### src/rtl/keypad_scan_controller.sv
// Keypad scan controller: scans a 4x4 active-high button matrix one column
// at a time. It debounces complete scans, picks the lowest-index new press,
// and holds it in a one-entry queue. On the next vsync falling edge the
// queued press is released as a single write strobe, so colour-storage
// writes only happen during vertical blanking.
module keypad_scan_controller #(
   parameter int SCAN_DIV       = 50000,
   parameter int DEBOUNCE_SCANS = 4
) (
   input  logic       i_clk,
   input  logic       i_rst_n,
   input  logic [3:0] i_row_in,
   output logic [3:0] o_col_out,
   input  logic       i_vsync,
   input  logic       i_clr_ovf,
   output logic [1:0] o_key_h,
   output logic [1:0] o_key_v,
   output logic       o_wr_stb,
   output logic       o_pending,
   output logic       o_overflow
);

   localparam int DW = (SCAN_DIV > 2) ? $clog2(SCAN_DIV) : 2;
   localparam int SW = (DEBOUNCE_SCANS > 1) ? $clog2(DEBOUNCE_SCANS + 1) : 1;
   localparam logic [DW-1:0] DWELL_LAST = DW'(SCAN_DIV - 1);
   localparam logic [SW-1:0] STABLE_MAX = SW'(DEBOUNCE_SCANS);

   logic [3:0]    r_row_meta;
   logic [3:0]    r_row_sync;
   logic [DW-1:0] r_dwell;
   logic [1:0]    r_col;
   logic [3:0]    r_col_out;
   logic [15:0]   r_snap;
   logic [15:0]   r_prev;
   logic [15:0]   r_deb;
   logic [SW-1:0] r_stable;
   logic          r_eval;
   logic          r_pend_vld;
   logic [1:0]    r_pend_h;
   logic [1:0]    r_pend_v;
   logic [1:0]    r_key_h;
   logic [1:0]    r_key_v;
   logic          r_wr_stb;
   logic          r_overflow;
   logic          r_vsync_prev;

   logic          w_dwell_end;
   logic [15:0]   w_snap_nxt;
   logic [SW-1:0] w_stable_nxt;
   logic          w_debounce_hit;
   logic [15:0]   w_new_press;
   logic          w_press_vld;
   logic [3:0]    w_press_idx;
   logic          w_vs_fall;
   logic          w_drain;

   assign w_dwell_end = (r_dwell == DWELL_LAST);

   // Merge the synchronized rows of the driven column into the snapshot.
   // Bit index is row*4 + column.
   always_comb begin
      w_snap_nxt = r_snap;
      case (r_col)
         2'd0:    {w_snap_nxt[12], w_snap_nxt[8], w_snap_nxt[4], w_snap_nxt[0]} = r_row_sync;
         2'd1:    {w_snap_nxt[13], w_snap_nxt[9], w_snap_nxt[5], w_snap_nxt[1]} = r_row_sync;
         2'd2:    {w_snap_nxt[14], w_snap_nxt[10], w_snap_nxt[6], w_snap_nxt[2]} = r_row_sync;
         default: {w_snap_nxt[15], w_snap_nxt[11], w_snap_nxt[7], w_snap_nxt[3]} = r_row_sync;
      endcase
   end

   // Stable-scan count for this evaluation: saturate on a repeat, restart on a change.
   always_comb begin
      w_stable_nxt = SW'(1);
      if (r_snap == r_prev) begin
         w_stable_nxt = (r_stable == STABLE_MAX) ? r_stable : r_stable + SW'(1);
      end
   end

   assign w_debounce_hit = r_eval && (w_stable_nxt == STABLE_MAX);
   assign w_new_press    = w_debounce_hit ? (r_snap & ~r_deb) : 16'h0000;
   assign w_press_vld    = |w_new_press;

   // Lowest set bit wins; the other simultaneous presses are dropped silently.
   always_comb begin
      w_press_idx = 4'd0;
      for (int i = 15; i >= 0; i--) begin
         if (w_new_press[i]) begin
            w_press_idx = 4'(i);
         end
      end
   end

   assign w_vs_fall = r_vsync_prev & ~i_vsync;
   assign w_drain   = w_vs_fall & r_pend_vld;

   // Row synchronizer, column dwell timer, column drive and snapshot capture.
   always_ff @(posedge i_clk or negedge i_rst_n) begin
      if (!i_rst_n) begin
         r_row_meta <= 4'h0;
         r_row_sync <= 4'h0;
         r_dwell    <= '0;
         r_col      <= 2'd0;
         r_col_out  <= 4'b0001;
         r_snap     <= 16'h0000;
         r_eval     <= 1'b0;
      end else begin
         r_row_meta <= i_row_in;
         r_row_sync <= r_row_meta;
         r_eval     <= w_dwell_end && (r_col == 2'd3);
         if (w_dwell_end) begin
            r_dwell   <= '0;
            r_col     <= r_col + 2'd1;
            r_col_out <= {r_col_out[2:0], r_col_out[3]};
            r_snap    <= w_snap_nxt;
         end else begin
            r_dwell   <= r_dwell + DW'(1);
         end
      end
   end

   // Debounce: update the stable count once per complete scan; commit D when it saturates.
   always_ff @(posedge i_clk or negedge i_rst_n) begin
      if (!i_rst_n) begin
         r_prev   <= 16'h0000;
         r_deb    <= 16'h0000;
         r_stable <= '0;
      end else if (r_eval) begin
         r_stable <= w_stable_nxt;
         r_prev   <= r_snap;
         if (w_stable_nxt == STABLE_MAX) begin
            r_deb <= r_snap;
         end
      end
   end

   // One-entry press queue, drained by a vsync falling edge into a strobe.
   always_ff @(posedge i_clk or negedge i_rst_n) begin
      if (!i_rst_n) begin
         r_vsync_prev <= 1'b1;
         r_wr_stb     <= 1'b0;
         r_key_h      <= 2'd0;
         r_key_v      <= 2'd0;
         r_pend_vld   <= 1'b0;
         r_pend_h     <= 2'd0;
         r_pend_v     <= 2'd0;
         r_overflow   <= 1'b0;
      end else begin
         r_vsync_prev <= i_vsync;
         r_wr_stb     <= w_drain;
         if (w_drain) begin
            r_key_h <= r_pend_h;
            r_key_v <= r_pend_v;
         end
         if (w_press_vld && (!r_pend_vld || w_drain)) begin
            r_pend_vld <= 1'b1;
            r_pend_h   <= w_press_idx[1:0];
            r_pend_v   <= w_press_idx[3:2];
         end else if (w_drain) begin
            r_pend_vld <= 1'b0;
         end
         // A drop in the same cycle as a clear request leaves the flag set.
         if (w_press_vld && r_pend_vld && !w_drain) begin
            r_overflow <= 1'b1;
         end else if (i_clr_ovf) begin
            r_overflow <= 1'b0;
         end
      end
   end

   assign o_col_out  = r_col_out;
   assign o_key_h    = r_key_h;
   assign o_key_v    = r_key_v;
   assign o_wr_stb   = r_wr_stb;
   assign o_pending  = r_pend_vld;
   assign o_overflow = r_overflow;

endmodule

### config.mk
export PLATFORM = sky130hd
export DESIGN_NAME = keypad_scan_controller
export DESIGN_NICKNAME = d
export VERILOG_FILES = /design/src/rtl/keypad_scan_controller.sv
export SDC_FILE = /design/constraint.sdc
export NUM_CORES = 1
export LEC_CHECK = 0
export ABC_AREA = 1
export CAP_MARGIN = 15
export CORE_MARGIN = 5
export CORE_UTILIZATION = 32
export CTS_CLUSTER_SIZE = 14
export DETAILED_ROUTE_END_ITERATION = 12
export PLACE_DENSITY = 0.54
export SETUP_SLACK_MARGIN = 0.05
export SLEW_MARGIN = 15
export SYNTH_ARGS = -nofsm -noshare
export SYNTH_HDL_FRONTEND = slang
export SYNTH_SLANG_ARGS = --single-unit
### constraint.sdc
create_clock -name i_clk -period 2.8 [get_ports i_clk]
set_input_delay 0.7 -clock i_clk [delete_from_list [all_inputs] [get_ports i_clk]]
set_output_delay 0.7 -clock i_clk [all_outputs]
set_load 0.005 [all_outputs]
==> impl_metrics.tcl <==
set metrics [dict create \
    mostFrequentLayoutCells "nand2_1, inv_1, dfrtp_1" \
    rsz0062_at_grt "true" \
    placed_area_um2 4787 \
    layout_commonest_cell "nand2_1" \
    whs_ns 0.3468 \
    io_buffers 18 \
    post-route-util_pct 38.74 \
    crit_path_max_fanout 14 \
    dieWidth_um 126.5 \
    clk_pin_slew_ns 0.07 \
    core-area_um2 13300 \
    clock_skew_ns 0.008488 \
    synth.distinct_cells 33 \
    relSlewSlack_pct 61.47 \
    clkLatencyLatePin_ns 0.35 \
    synth.area.top_cells "dfrtp_1, nand2_1, inv_1" \
    startpoint_type "register" \
    synth_seq_area_share_pct 54.17 \
    synth_top_cell_area_share_pct 52.96 \
    status "complete, no violations" \
    diodes 0 \
    tightest_slew_ns 0.5780 \
    layout-drive-gt1-share_pct 7.652 \
    synth_seq_cells 94 \
    vias 3295 \
    grt_pass1_wl_mm 15.70 \
    track_usage_pct 12.05 \
    detail-route-antenna-nets 0 \
    clockBufferDepth 2 \
    fmax_mhz 407.7 \
    cts_sinks 94 \
    maxSlewViolCount 0 \
    routedWlPerCell_um 11.53 \
    yosysWarnings 0 \
    routed_via_density 4.387 \
    syn_to_final_growth_pct 18.51 \
    p_total_mw 2.702 \
    fill_cells 1353 \
    dr.pass1.iters 5 \
    place.gp.congestion 0.7846 \
    die_y_um 126.5 \
    wl_met2_mm 4.045 \
    initial_core_util_pct 32.69 \
    synthCells 540 \
    antenna_found_initial 0 \
    routed_wirelength_mm 8.656 \
    syn-cell-area_um2 4347 \
    fin_ws_ns 0.3473 \
    end_kind "register" \
    hold_buffers 0 \
    cts_buffers 9 \
    top_layer_used "met4" \
    worst_ep_required_time_ns 3.08 \
    avgSynthCellArea_um2 8.049 \
    hp-start "r_row_meta[2]$_DFF_PN0_" \
    crit_start "r_snap[9]$_DFFE_PN0P_" \
    numPlacedInstances 733 \
    max_cap_viol_count 0 \
    syn-num-nets 555 \
    ir_drop_v 0.0003646 \
    fin_area_um2 5151 \
    hold_viol 0 \
    first_iter_violations 248 \
    post-route-min-period_ns 2.453 \
    wl_met1_mm 4.052 \
    post-route-period-util_pct 87.60 \
    grt_max_degree 45 \
    dp_slack_ns 0.3474 \
    fin_nets 586 \
    final_cells 751 \
    power_per_cell_area_nw_per_um2 524.5 \
    dpl.hpwl_mm 6.092 \
    arrival_ns 2.74 \
    crit-reg2reg-launch "r_snap[9]$_DFFE_PN0P_" \
    yosysTopAreaCell "dfrtp_1" \
    pin_count 19 \
    drc_errors 0 \
    p_leak_nw 2.553 \
    dieArea_um2 16010 \
    setup_viol 0 \
    grt-ovfl-total 0 \
    wl_met3_um 337 \
    grt_pass1_vias 3451 \
    cts_root_buf "clkbuf_16" \
    hp-class "reg -> reg" \
    rows 42 \
    critPathKind "reg -> reg" \
    cts.htree.levels 3 \
    fin_setup_tns_ns 0 \
    cts_tree "built" \
]
## metal layers
layer | vias to the layer above | GRT usage (%)
met4 | 0 | 4.795
met2 | 48 | 20.02
met3 | 14 | 4.035
li1 | 1726 | -
met5 | - | 0
met1 | 1507 | 14.42
## power by group
group,leakage [nW],internal (mW),switching (mW)
sequential,1.27,1.37,0.00345
combinational,1.13,0.0200,0.0390
clock,0.152,0.773,0.498
## worst max-delay path: stages, from the launching register on
cell     delay (ns)
dfrtp_2        0.45
inv_1          0.07
nand2_1        0.05
nand2_1        0.07
inv_1          0.05
nor2_1         0.09
nand2_1        0.07
nor2_2         0.12
nand2_2        0.11
nor3b_4        0.28
buf_12         0.18
nand3_2        0.08
nand2_1        0.08
nand2_1        0.05
nand2_1        0.05
nand2_1        0.04
nand2_1        0.05
nand2_1        0.04
nand2_1        0.05
nand2_1        0.05
nand2_1        0.05
nand2_1        0.05
nand2_1        0.05
nand2_1        0.04
nand2_1        0.05
nand2_1        0.05
nand2_1        0.05
## cells in the mapped netlist (all sizes together)
master,count
a21o,1
a21oi,6
a31oi,3
buf,4
clkbuf,5
dfrtp,92
dfstp,2
ha,7
inv,91
mux2,1
nand2,181
nand3,16
nand3b,6
nand4,3
nor2,42
nor3,4
nor3b,1
nor4,1
o21a,1
o21ai,61
o21bai,1
o22ai,2
o31ai,2
or4,1
xnor2,2
xor2,4
## flip-flops by register name (all words and copies together), names as in the netlist, 3 cells and up
signal	flops
o_col_out	4
r_deb	16
r_dwell	16
r_prev	16
r_row_meta	4
r_row_sync	4
r_snap	16
r_stable	3
## what timing repair did
item                       CTS  global route
setup endpoints to repair    0             2
buffers inserted             0             2
resized for setup            0             5
## worst paths after layout
check / end / slack [ns] / depth (start not counted)
worst max-delay path: r_pend_h[0]$_DFFE_PN0P_ / 0.35 / 26
max in group asynchronous: r_vsync_prev$_DFF_PN1_ / 1.78 / 2
min in group asynchronous: r_snap[11]$_DFFE_PN0P_ / 0.36 / 1
worst max register to register: r_pend_h[0]$_DFFE_PN0P_ / 0.35 / 26
worst min-delay path: r_row_sync[2]$_DFF_PN0_ / 0.35 / 0
worst min register to register: r_row_sync[2]$_DFF_PN0_ / 0.35 / 0
## kinds of logic after synthesis
family | share of synthesized area (%)
XOR/XNOR | 1.209
AO/OA/AOI/OAI | 9.384
buffers and inverters | 8.837
adder cells (fa/ha/maj) | 2.015
flip-flops | 54.17
multiplexers | 0.2590
AND/OR/NAND/NOR | 24.12
## final cells by class
type                    count  area, um^2  area share [%]
well taps                 176       220.2           4.275
repair buffers             29       315.3           6.121
clock inverters             5       75.07           1.457
flip-flops and latches     94        2360           45.81
multi-input cells         346        1610           31.26
clock buffers              10       229.0           4.445
inverters                  91       341.6           6.631
Note: power is estimated with default switching activity, not from simulation.
